### config.mk
export PLATFORM = sky130hd
export DESIGN_NAME = sid_audio_out
export DESIGN_NICKNAME = d
export VERILOG_FILES = /design/src/rtl/sid_pkg.sv /design/src/rtl/sid_audio_mod.sv /design/src/rtl/sid_audio_out.sv
export SDC_FILE = /design/constraint.sdc
export NUM_CORES = 1
export LEC_CHECK = 0
export CAP_MARGIN = 10
export CORE_UTILIZATION = 51
export DETAILED_ROUTE_END_ITERATION = 8
export GPL_TIMING_DRIVEN = 0
export PLACE_DENSITY = 0.87
export SLEW_MARGIN = 30
export SYNTH_ARGS = -nofsm -noshare
export SYNTH_HDL_FRONTEND = slang
export SYNTH_HIERARCHICAL = 1
export SYNTH_SLANG_ARGS = --single-unit
### constraint.sdc
create_clock -name clk -period 3.5 [get_ports clk]
set_clock_uncertainty 0.05 [all_clocks]
set_input_delay 0.35 -clock clk [delete_from_list [all_inputs] [get_ports clk]]
set_output_delay 0.35 -clock clk [all_outputs]
set_load 0.02 [all_outputs]
### src/rtl/sid_pkg.sv
// Shared SID definitions: volume width, default voice geometry and a constant-foldable clog2.
package sid_pkg;

    localparam int SID_VOL_W      = 4;
    localparam int SID_VOICE_W    = 8;
    localparam int SID_NUM_VOICES = 3;

    // Ceiling log2 usable in parameter expressions; clog2(1) is 0.
    function automatic int sid_clog2(input int value);
        int result;
        result = 0;
        for (int i = 0; i < 31; i++) begin
            if ((1 << i) < value) begin
                result = i + 1;
            end
        end
        return result;
    endfunction

endpackage

### src/rtl/sid_audio_mod.sv
// Single-bit audio modulator: PWM comparator by default, first-order delta-sigma
// when SID_AUDIO_DELTA_SIGMA_EN is defined.
module sid_audio_mod
#(
    parameter int PWM_W = 8
) (
    input  logic             clk,
    input  logic             rst,
    input  logic [PWM_W-1:0] cnt,
    input  logic [PWM_W-1:0] level,
    output logic             audio_out
);

`ifdef SID_AUDIO_DELTA_SIGMA_EN
    logic [PWM_W:0] ds_acc_q;
    logic [PWM_W:0] ds_acc_d;
    logic           unused_cnt;

    assign unused_cnt = ^cnt;
    assign ds_acc_d   = {1'b0, ds_acc_q[PWM_W-1:0]} + {1'b0, level};

    // The stored carry bit doubles as the registered output bit.
    always_ff @(posedge clk) begin
        if (rst) begin
            ds_acc_q <= '0;
        end else begin
            ds_acc_q <= ds_acc_d;
        end
    end

    assign audio_out = ds_acc_q[PWM_W];
`else
    logic audio_q;

    always_ff @(posedge clk) begin
        if (rst) begin
            audio_q <= 1'b0;
        end else begin
            audio_q <= (cnt < level);
        end
    end

    assign audio_out = audio_q;
`endif

endmodule

### src/rtl/sid_audio_out.sv
// SID audio output stage: per-frame mix of unmuted voices, master volume scaling and the
// 1-bit pin modulator (delta-sigma instead of PWM when SID_AUDIO_DELTA_SIGMA_EN is defined).
module sid_audio_out
    import sid_pkg::*;
#(
    parameter int NUM_VOICES = SID_NUM_VOICES,
    parameter int VOICE_W    = SID_VOICE_W,
    parameter int PWM_W      = 8
) (
    input  logic                          clk,
    input  logic                          rst,
    input  logic [NUM_VOICES*VOICE_W-1:0] voices,
    input  logic [NUM_VOICES-1:0]         voice_mute,
    input  logic [SID_VOL_W-1:0]          volume,
    output logic [PWM_W-1:0]              level,
    output logic                          frame_start,
    output logic                          audio_out
);

    localparam int SUM_W = VOICE_W + sid_clog2(NUM_VOICES);
    localparam int MIX_W = SUM_W + SID_VOL_W;

    localparam logic [PWM_W-1:0] CNT_MAX    = {PWM_W{1'b1}};
    localparam logic [PWM_W-1:0] SUM_AT     = CNT_MAX - PWM_W'(2);
    localparam logic [PWM_W-1:0] LEVEL_AT   = CNT_MAX - PWM_W'(1);

    logic [PWM_W-1:0] cnt_q;
    logic [SUM_W-1:0] sum_q;
    logic [SUM_W-1:0] sum_d;
    logic [MIX_W-1:0] mix;
    logic [PWM_W-1:0] level_next_q;
    logic [PWM_W-1:0] level_next_d;
    logic [PWM_W-1:0] level_q;
    logic             frame_start_q;

    // Sum of unmuted voices; the extra clog2 bits make overflow impossible.
    always_comb begin
        sum_d = '0;
        for (int i = 0; i < NUM_VOICES; i++) begin
            if (!voice_mute[i]) begin
                sum_d = sum_d + SUM_W'(voices[i*VOICE_W +: VOICE_W]);
            end
        end
    end

    assign mix = MIX_W'(sum_q) * MIX_W'(volume);

    generate
        if (MIX_W >= PWM_W) begin : g_trunc
            logic unused_mix;
            assign unused_mix   = ^mix;
            assign level_next_d = mix[MIX_W-1 -: PWM_W];
        end else begin : g_pad
            assign level_next_d = {mix, {(PWM_W-MIX_W){1'b0}}};
        end
    endgenerate

    // Capture pipeline keyed to the free-running counter; level only moves at the wrap.
    always_ff @(posedge clk) begin
        if (rst) begin
            cnt_q         <= '0;
            sum_q         <= '0;
            level_next_q  <= '0;
            level_q       <= '0;
            frame_start_q <= 1'b0;
        end else begin
            cnt_q         <= cnt_q + PWM_W'(1);
            frame_start_q <= (cnt_q == CNT_MAX);
            if (cnt_q == SUM_AT) begin
                sum_q <= sum_d;
            end
            if (cnt_q == LEVEL_AT) begin
                level_next_q <= level_next_d;
            end
            if (cnt_q == CNT_MAX) begin
                level_q <= level_next_q;
            end
        end
    end

    sid_audio_mod #(
        .PWM_W (PWM_W)
    ) u_mod (
        .clk       (clk),
        .rst       (rst),
        .cnt       (cnt_q),
        .level     (level_q),
        .audio_out (audio_out)
    );

    assign level       = level_q;
    assign frame_start = frame_start_q;

endmodule

* Word level (Yosys, flattened, before mapping)
Index checks and enable logic that the tools add are counted.
** Storage, ports and cells
- Register bits after elaboration :: 36
- Output and inout port bits :: 10
- Logic and storage cells :: 17
** Cells by class
- $mul :: 1
- Order comparisons :: 1
- $add $sub $neg :: 3
- Equality and inequality tests :: 3
- Mux-type cells :: 3
** Operator list (number)
- $eq A8 B8 Y1 const B :: 3
- $add A10 B8 Y10 :: 2
- $mux W10 :: 2
- $mul A10 B4 Y14 :: 1
- $add A8 B1 Y8 const B :: 1
- $lt A8 B8 Y1 :: 1
- $mux W8 :: 1

* Depth between registers and ports, before layout
- Word-level depth :: 5
- Depth in mapped cells :: 17

* Cells and area by module
Netlist, hierarchy kept.
** Modules (own cells, without submodules)
- sid_audio_out :: area an instance 3205.6 sq um, times used 1, cells each 403
- sid_audio_mod :: area an instance 201.4 sq um, times used 1, cells each 26

* Worst setup path after synthesis
OpenSTA, ideal clock, no wires.
- Path type :: in2reg
- From :: in volume[3]
- To :: reg level_next_q[4]
- Data arrival time :: 3.232 ns
- Path slack :: 0.086 ns
- Cell stages on the path :: 14
- Setup time :: 0.132 ns
- Cells stage by stage :: clkbuf_1 -> and2_1 -> fa_1 -> inv_1 -> fa_1 -> inv_1 -> ha_1 -> and4_1 -> a22oi_1 -> o21ai_1 -> a21oi_1 -> nor2b_1 -> o311ai_1 -> a21oi_1
** On the way
- Longest elaborated chain between the ends :: 1
** RTL lines
- start: declaration :: RTL line sid_audio_out.sv:14 : input logic [SID_VOL_W-1:0] volume,
- $mul A10 B4 Y14 :: RTL line sid_audio_out.sv:46 : assign mix = MIX_W'(sum_q) * MIX_W'(volume);
- end signal: assignment :: RTL line sid_audio_out.sv:73 : level_next_q <= level_next_d;
- end: declaration :: RTL line sid_audio_out.sv:31 : logic [PWM_W-1:0] level_next_q;
Every way passes these cells.
A chain may end at the register's enable or synchronous reset.

* Worst setup path after layout
- From :: in voices[0]
- To :: reg sum_q[9]
** On the way
- Longest elaborated chain between the ends :: 5
** RTL lines
- start: declaration :: RTL line sid_audio_out.sv:12 : input logic [NUM_VOICES*VOICE_W-1:0] voices,
- $mux W8 (*) :: RTL line sid_audio_out.sv:40 : if (!voice_mute[i]) begin
- $add A10 B8 Y10 :: RTL line sid_audio_out.sv:41 : sum_d = sum_d + SUM_W'(voices[i*VOICE_W +: VOICE_W]);
- $mux W10 (*) :: RTL line sid_audio_out.sv:40
- $add A10 B8 Y10 :: RTL line sid_audio_out.sv:41
- $mux W10 (*) :: RTL line sid_audio_out.sv:40
- end signal: assignment :: RTL line sid_audio_out.sv:70 : sum_q <= sum_d;
- end: declaration :: RTL line sid_audio_out.sv:28 : logic [SUM_W-1:0] sum_q;
Every way passes the cells marked *; elsewhere a longest branch is shown, timed or not.

==> flow_metrics.py <==
metrics = {
    "pwr": {
        "p_leak_nw": 1.787,
        "power.share.clock": 0.345,
        "switching_share": 0.2874,
        "p_per_area_mw_per_mm2": 255.5,
        "power.switching_uw": 304.1,
        "power.internal_uw": 753.9,
        "pwr-share-seq": 0.397,
        "ir_drop_mv": 0.2028,
        "pwr-share-comb": 0.258,
    },
    "route": {
        "drtAntennaViolNets": 0,
        "drt_first_iter_violations": 164,
        "wl_um": 7831,
        "remaining_drc_errors": 0,
        "dr.pass1.iters": 4,
        "wl_per_cell_um": 14.06,
        "vias_per_cell": 5.517,
        "vias": 3073,
    },
    "yosys": {
        "synth_top_family_by_area": "adder cells",
        "synth_edf_count": 0,
        "syn_area_per_cell_sq_um": 7.942,
        "postSynthNetCount": 520,
        "syn_inst": 429,
        "ys_top_cells_by_area": "dfxtp_1 (21%), ha_1 (15%), fa_1 (10%), inv_1 (5.2%), nor2_1 (5.2%)",
        "yosysSeqAreaShare": 0.2115,
        "async_flop_share": 0,
        "synth_xor_area_frac": 0.05656,
        "synthFlopType": "dfxtp_1",
        "ys_ff_latch": 36,
        "synth_common_cells": "inv_1 (47), nor2_1 (47), ha_1 (41), nand2_1 (40), dfxtp_1 (36)",
        "synthAdderAreaFrac": 0.2505,
        "synth_area_leader_cell": "dfxtp_1",
        "netlist_area_sq_mm": 0.003407,
        "synth_compound_area_frac": 0.1656,
        "yosys.area_share.simple": 0.2306,
        "synthMuxAreaShare": 0.01506,
        "synth_top_area_share": 0.2115,
        "ys_types": 53,
        "yosys_warnings": 6,
    },
    "finish": {
        "nets": 570,
        "multi_input_area_sq_mm": 0.002559,
        "fillCellCount": 512,
        "drive_above_1_share": 0.1104,
        "diodes": 0,
        "syn_to_final_growth_pct": 21.56,
        "seq_area_sq_um": 721.9,
    },
    "placed_design": {
        "globalplace.congestion": 0.7876,
        "dp.final_hpwl_um": 5988,
        "io_buffer_count": 37,
        "pre_cts_slack_ns": -0.6255,
    },
    "clock_tree": {
        "cts_tree": "built",
        "clock_latency_ns": 0.29,
        "clock_path_buffers": 2,
        "cts.clk_slew.worst_paths_ns": 0.08,
        "numCtsBuffers": 5,
        "cts.sinks": 36,
        "cts_root_buffer": "clkbuf_8",
        "h-tree-depth": 2,
    },
    "die": {
        "pin_count": 43,
        "start_util": 0.5335,
        "row_count": 29,
        "fp.dieH_um": 83.74,
        "die_x_um": 83.74,
        "die_area_sq_mm": 0.007012,
        "core-area_sq_mm": 0.006386,
    },
    "outcome": {
        "status": "completed",
    },
    "sta": {
        "setup_viol": 0,
        "slew_viol_final": 0,
        "setup_ws_ns": 0.1241,
        "fin_crit_sh": 0.9645,
        "holdWs_ns": 0.4305,
        "maxSlewHeadroom": 0.6265,
        "worst_slew_pin_slew_ns": 0.5602,
        "hold_viol_final": 0,
        "max_freq_mhz": 296.2,
        "min_period_ns": 3.376,
    },
    "grt": {
        "track_usage": 0.2287,
        "gr-total-overflow": 0,
        "grt_pass1_wl_um": 13150,
        "grt_pass1_vias": 3036,
        "antenna_found_initial": 0,
        "grt_start_max_net_pins": 13,
    },
    "worst_setup_path": {
        "cp_data_required_time_ns": 3.61,
        "endpoint_kind": "flop",
        "cp-start-kind": "input port",
        "reg2reg_slack_ns": 0.18,
        "cp_data_arrival_time_ns": 3.48,
        "cp_max_fo": 3,
        "path_class": "in2reg",
    },
    "run": {
        "max_cap_violations": 0,
    },
    "min_path": {
        "hp-class": "reg2reg",
    },
}
## power by group through the flow
stage	sequential, mW	combinational, mW	clock (mW)
floorplan	0.429	0.163	0
global placement	0.429	0.225	0
detailed placement	0.429	0.236	0
CTS	0.420	0.242	0.371
global route	0.420	0.299	0.384
finish	0.420	0.273	0.365
## layout make-up
class	instances	area share
plain buffers	14	0.01420
clock buffers	5	0.01662
clock inverters	3	0.01027
inverters	48	0.04350
multi-input cells	331	0.6178
flip-flops and latches	36	0.1743
well taps	77	0.02326
repair buffers	43	0.1000
## timing repair
item | 4_1_cts | 5_1_grt
endpoints found under the setup margin | 6 | 8
setup buffers | 1 | 5
hold endpoints to repair | 0 | 0
hold buffers | 0 | 0
pin swaps | 2 | 22
gates resized for setup | 6 | 24
## through the flow
stage | instance area (sq um) | instances | TNS [ns] | total power [mW] | utilization
floorplan | 3407 | 429 | 0 | 0.5914 | -
global placement | 3874 | 543 | -2.893 | 0.6536 | 0.6066
detailed placement | 3874 | 543 | -3.853 | 0.6652 | 0.6066
CTS | 4010 | 552 | 0 | 1.032 | 0.6279
global route | 4141 | 557 | -0.01780 | 1.104 | 0.6485
finish | 4141 | 557 | 0 | 1.058 | 0.6485
## layer usage
layer  vias to the layer above  track usage  part of all wire
li1                       1539            -                 -
met3                        12      0.03066             0.034
met4                         0      0.07088             0.017
met5                         -            0                 0
met2                        74       0.4405              0.54
met1                      1448       0.2575              0.41
## path summary, 6_finish.rpt
| path | start | to | cells past startpoint |
|---|---|---|---|
| setup reg to reg | sum_q[1] | level_next_q[4] | 13 |
| hold reg to reg | level[2] | level[2] | 2 |
| hold / removal | level[2] | level[2] | 2 |
| setup / recovery | voices[0] | sum_q[9] | 18 |
## placed cells by master, fill, tap and decap left out, types with 2 or more instances in the layout
master and n:
o31a_1 3, xnor2_1 11, o21ai_0 9, nor2b_4 3
and3_1 5, nand3_1 15, o21ai_2 3, and2_1 25
dfxtp_1 35, nor3_1 6, o21ai_1 6, a211oi_2 2
o21a_1 3, and4_1 2, inv_2 3, a211oi_1 5
nand2b_1 2, clkbuf_8 5, xor2_1 10, a22oi_2 2
buf_2 5, a21oi_1 24, ha_1 40, nand4_1 2
clkdlybuf4s50_1 36, a21oi_2 7, clkbuf_1 8, nand2_1 40
fa_1 16, buf_4 6, and2b_1 3, a21o_1 5
mux2i_1 4, nor2b_1 6, inv_1 45, nor2_1 46
## flip-flops by register name (all words and copies together), names as in the netlist
signal,count
level,8
sum_q,10
level_next_q,8
cnt_q,8
u_mod/audio_out,1
frame_start,1
## worst max-delay path, cell delays in order
cell and delay (ns):
clkdlybuf4s50_1 0.46, nor2b_4 0.16, ha_4 0.15, inv_2 0.04
fa_2 0.38, nor2b_4 0.16, o311ai_4 0.12, a21o_1 0.19
a21oi_2 0.15, xor2_1 0.23, ha_1 0.27, inv_2 0.07
nor2_1 0.06, a21oi_2 0.18, a22oi_2 0.10, a21o_1 0.19
a32oi_1 0.16, nor2_1 0.05
## logic make-up (layout without fill, tap and decap cells)
family	count (synthesis)	in the layout
flip-flops	36	36
adder cells (fa/ha/maj)	58	58
multiplexers	5	5
buffers and inverters	62	113
XOR/XNOR	22	22
AND/OR/NAND/NOR	161	161
AO/OA/AOI/OAI	85	85
Power figures use the tool's default switching activity.
==> variant 1 (same settings) <==
The package constant `SID_VOICE_W` goes from 8 to 7.
--- a/src/rtl/sid_pkg.sv
+++ b/src/rtl/sid_pkg.sv
@@ -3,5 +3,5 @@
 
     localparam int SID_VOL_W      = 4;
-    localparam int SID_VOICE_W    = 8;
+    localparam int SID_VOICE_W    = 7;
     localparam int SID_NUM_VOICES = 3;
 
Interface: changed (resized voices); port bits go from 43 to 40. The function was not compared with the original's and may differ.
==> variant 1 against the unedited design <==
Setup slack worse by 0.084 ns; die area down 4.8%; power down 7.9%; synthesized area down 4.9%; sequential cell count down 1; via count down 1.7%; design area down 3.4%; count of clock-buffer cells in the layout up 1; routed wire length down 0.92%; critical path type unchanged; largest power group unchanged; highest routed layer unchanged.
==> variant 1: results (changes against the unedited design) <==
{| class="wikitable"
! Metric !! Value
|-
| Wire length of the first global-routing pass || 12.43 mm (-5.5%)
|-
| All-layer global routing usage || 23.93% (+1.1 points)
|-
| Number of multi-input combinational cells || 316 (-4.5%)
|-
| Register bit count reported by yosys || 35 (-2.8%)
|-
| Worst vdd ir || 179.8 uV (-11%)
|-
| R2r endpoint || level_next_q[7]$_SDFFE_PP0N_
|-
| Std-Cell Rows || 28 (-3.4%)
|-
| Register area || 703.2 um^2 (-2.6%)
|-
| Xor-xnor portion of the synthesized cell area || 4.595% (-1.1 points)
|-
| Worst hold path endpoint || level_next_q[7]$_SDFFE_PP0N_
|-
| Multi-input logic area || 2477 um^2 (-3.2%)
|-
| Detailed router's first-iteration violation count || 232 (+41%)
|-
| Number of nets in the synthesized netlist || 485 (-6.7%)
|-
| Number of logic inverters in the finished layout || 41 (-15%)
|-
| Count of distinct cell types in the synthesized netlist || 51 (-3.8%)
|-
| Bufs w/o clock || 58 (+1.8%)
|-
| Number of fillers in the final layout || 501 (-2.1%)
|-
| Power consumed by sequential cells || 0.407 mW (-3%)
|-
| End point of the critical path || sum_q[7]$_SDFFE_PP0N_
|-
| Adder and majority gate portion of the synthesized area || 25.25% (+0.21 points)
|-
| Vias in the first global route || 2961 (-2.5%)
|-
| Total leakage power || 1.754 nW (-1.8%)
|-
| Largest driver fanout on the critical path || 5 (+2)
|-
| Worst hold path startpoint || level_next_q[7]$_SDFFE_PP0N_
|-
| Status || complete, no violations
|-
| Nets || 540 (-5.3%)
|-
| Half-perimeter wire length after placement || 5.738 mm (-4.2%)
|-
| Reg-to-reg slack, setup || 0.09 ns (-0.09 ns)
|-
| Number of gates resized after CTS || 25 (+19)
|-
| Met1 wire length || 3.059 mm (-5.1%)
|-
| Ratio of cells with drive above 1 in the final layout || 12.91% (+1.9 points)
|-
| Fraction of met3 tracks used by global routing || 3.111% (+0.045 points)
|-
| Most instantiated cells after synthesis || 46 x sky130_fd_sc_hd__nor2_1, 40 x sky130_fd_sc_hd__inv_1, 38 x sky130_fd_sc_hd__ha_1
|-
| Met2 GRT Util || 48.75% (+4.7 points)
|-
| Number of flip-flops in the largest register || 9 (-1)
|-
| Routed via count divided by cell count || 5.679 (+2.9%)
|-
| Area fraction in compound gates after synthesis || 16.14% (-0.42 points)
|-
| Cell type group with the largest total delay on the critical path || adder cells
|-
| Largest net degree at the start of global routing || 12 (-1)
|-
| Ranking of synthesized cells by area || sky130_fd_sc_hd__dfxtp_1 22%, sky130_fd_sc_hd__ha_1 15%, sky130_fd_sc_hd__fa_1 9.3%
|-
| Net switching fraction of the power || 29.61% (+0.87 points)
|-
| Placer's final routability congestion estimate || 0.8142 (+3.4%)
|}
==> variant 1: cell count changes after synthesis, moves of 4 or more <==
cell	delta
sky130_fd_sc_hd__a21oi_1	-13
sky130_fd_sc_hd__a311oi_1	+5
sky130_fd_sc_hd__buf_2	-5
sky130_fd_sc_hd__inv_1	-7
sky130_fd_sc_hd__mux2i_1	+8
sky130_fd_sc_hd__nand2_1	-6
sky130_fd_sc_hd__nand3_1	-4
==> variant 1: stage by stage <==
stage | instances | utilization [%] | worst slack (ns) | power [mW] | hold WS, ns
final | 532 | 66.42 | 0.04005 | 0.9745 | 0.4318
after global routing | 532 | 66.42 | -0.1012 | 1.023 | 0.4756
after CTS | 527 | 64.47 | 0.003154 | 0.9576 | 0.4263
after detailed placement | 514 | 61.48 | -1.020 | 0.6406 | 0.4170
after global placement | 514 | 61.48 | -0.8666 | 0.6320 | 0.4097
after floorplan | 402 | - | 0.02238 | 0.5643 | 0.3821
==> variant 2 (same flow settings) <==
Without the edit above. Put one more register stage on the output `level`, cleared by the reset. The value now appears one clock later. The other outputs are not delayed to match.
--- a/src/rtl/sid_audio_out.sv
+++ b/src/rtl/sid_audio_out.sv
@@ -24,4 +24,6 @@
     localparam logic [PWM_W-1:0] SUM_AT     = CNT_MAX - PWM_W'(2);
     localparam logic [PWM_W-1:0] LEVEL_AT   = CNT_MAX - PWM_W'(1);
+
+    logic [PWM_W-1:0] level_d;
 
     logic [PWM_W-1:0] cnt_q;
@@ -89,6 +91,14 @@
     );
 
-    assign level       = level_q;
+    assign level_d     = level_q;
     assign frame_start = frame_start_q;
+
+    always_ff @(posedge clk) begin
+        if (rst) begin
+            level <= '0;
+        end else begin
+            level <= level_d;
+        end
+    end
 
 endmodule
Behaviour: same outputs for any inputs over 10 cycles, from zero or initial values and one cycle with rst high; that may be too few to reach the edited logic, so the function may still have changed.
==> variant 2 against the unedited design <==
Power up 15%; critical path depth down 2; sequential cell count up 8; count of clock-buffer cells in the layout unchanged; setup slack worse by 0.066 ns; synthesized area up 9.0%; largest power group unchanged; design area up 9.5%; routed wire length up 12%; hold slack worse by 0.017 ns.
==> variant 2: results (changes against the unedited design) <==
{| class="wikitable"
! Metric !! Value
|-
| Number of vias in the routed layout || 3402 (+11%)
|-
| Post-Place Cells || 582 (+7.2%)
|-
| Synth Area per Inst || 8.289 um^2 (+4.4%)
|-
| Total leakage power || 1.945 nW (+8.9%)
|-
| Worst vdd ir || 183.1 uV (-9.7%)
|-
| Detailed-router iteration count before antenna repair || 5 (+1)
|-
| Status || complete, no violations
|-
| Vias in the first global route || 3338 (+9.9%)
|-
| Design internal power || 0.8637 mW (+15%)
|-
| Critical path arrival || 3.60 ns (+0.12 ns)
|-
| Ranking of synthesized cells by area || sky130_fd_sc_hd__dfxtp_1 24%, sky130_fd_sc_hd__ha_1 14%, sky130_fd_sc_hd__fa_1 9.2%
|-
| Detailed router's first-iteration violation count || 230 (+40%)
|-
| Cell area after placement || 4214 um^2 (+8.8%)
|-
| Total of buffers placed on input and output ports || 38 (+2.7%)
|-
| Total detailed-routing wirelength || 8.778 mm (+12%)
|-
| Time the final worst path needs with I/O delays and setup || 3.442 ns (+0.06642 ns)
|-
| Horizontal extent of the die || 87.33 um (+4.3%)
|-
| Largest net degree at the start of global routing || 16 (+3)
|-
| Worst slack, placed || -0.9439 ns (-0.3185 ns)
|-
| Count of distinct cell types in the synthesized netlist || 60 (+13%)
|-
| Placer's final routability congestion estimate || 0.9152 (+16%)
|-
| Slew Limit Headroom || 62.01% (-0.64 points)
|-
| Nets || 592 (+3.9%)
|-
| Number of nets in the synthesized netlist || 539 (+3.7%)
|-
| Non-filler cells in the finished layout || 598 (+7.4%)
|-
| Number of fillers in the final layout || 541 (+5.7%)
|-
| Most instantiated cells after synthesis || 49 x sky130_fd_sc_hd__inv_1, 44 x sky130_fd_sc_hd__dfxtp_1, 41 x sky130_fd_sc_hd__ha_1
|-
| All-layer global routing usage || 24.71% (+1.8 points)
|-
| Register area share after synthesis || 23.72% (+2.6 points)
|-
| Worst hold margin || 0.4137 ns (-0.01680 ns)
|-
| Final design utilization || 65.69% (+0.84 points)
|-
| Wire length of the first global-routing pass || 14.79 mm (+12%)
|-
| Ratio of cells with drive above 1 in the final layout || 12.35% (+1.3 points)
|-
| Largest driver fanout on the critical path || 5 (+2)
|-
| Half-perimeter wire length after placement || 6.640 mm (+11%)
|}
## variant 2: cell count changes after synthesis, moves of 4 or more
cell and delta:
sky130_fd_sc_hd__nor2_1 -13, sky130_fd_sc_hd__a21oi_1 -9, sky130_fd_sc_hd__nor2b_1 +9, sky130_fd_sc_hd__dfxtp_1 +8
sky130_fd_sc_hd__o22a_1 +8, sky130_fd_sc_hd__nand2_1 -6, sky130_fd_sc_hd__xnor2_1 -5, sky130_fd_sc_hd__nor4_1 +4
sky130_fd_sc_hd__o21ai_0 +4, sky130_fd_sc_hd__or3_1 +4
## variant 2: worst paths after layout
check                          startpoint                      endpoint  cells past startpoint
max                             voices[1]         sum_q[7]$_SDFFE_PP0N_                     16
min          level_next_q[0]$_SDFFE_PP0N_  level_next_q[0]$_SDFFE_PP0N_                      2
max reg2reg         sum_q[1]$_SDFFE_PP0N_  level_next_q[7]$_SDFFE_PP0N_                     12
min reg2reg  level_next_q[0]$_SDFFE_PP0N_  level_next_q[0]$_SDFFE_PP0N_                      2
## variant 2: area by class of cell
type,instances,area share (%)
plain buffers,15,1.351
clock buffers,5,1.517
clock inverters,3,1.048
inverters,50,4.137
multi-input cells,339,60.31
flip-flops and latches,44,19.42
well taps,96,2.648
repair buffers,46,9.570
## variant 2: kinds of logic (layout without fill, tap and decap cells)
logic type | after synthesis | in the layout | synth area share (%)
AO/OA/AOI/OAI | 100 | 100 | 19.81
XOR/XNOR | 14 | 14 | 3.302
AND/OR/NAND/NOR | 165 | 165 | 22.94
buffers and inverters | 65 | 119 | 6.671
adder cells (fa/ha/maj) | 58 | 58 | 22.98
flip-flops | 44 | 44 | 23.72
multiplexers | 2 | 2 | 0.5728
## variant 2: tightest hold or removal path, cell delays in order, from the launching register on
cell and delay [ns]:
sky130_fd_sc_hd__dfxtp_1 0.32, sky130_fd_sc_hd__nand2_1 0.05, sky130_fd_sc_hd__a21oi_1 0.05
## variant 2: per-layer routing
layer | wire length (um) | GRT usage [%]
met5 | 0 | 0
met4 | 343 | 11.33
met3 | 477 | 4.929
met2 | 4407 | 43.04
met1 | 3549 | 29.18
## variant 2: timing repair
action | CTS | global route
hold endpoints to repair | 0 | 0
pin swaps | 13 | 9
buffers inserted | 6 | 2
resized for setup | 22 | 17
endpoints found under the setup margin | 6 | 8
## variant 2: power groups by stage
stage	clock network (mW)	logic, mW	registers, mW
detailed placement	0	0.247	0.521
finish	0.398	0.306	0.509
floorplan	0	0.164	0.521
global placement	0	0.238	0.520
CTS	0.401	0.275	0.509
global route	0.421	0.333	0.510
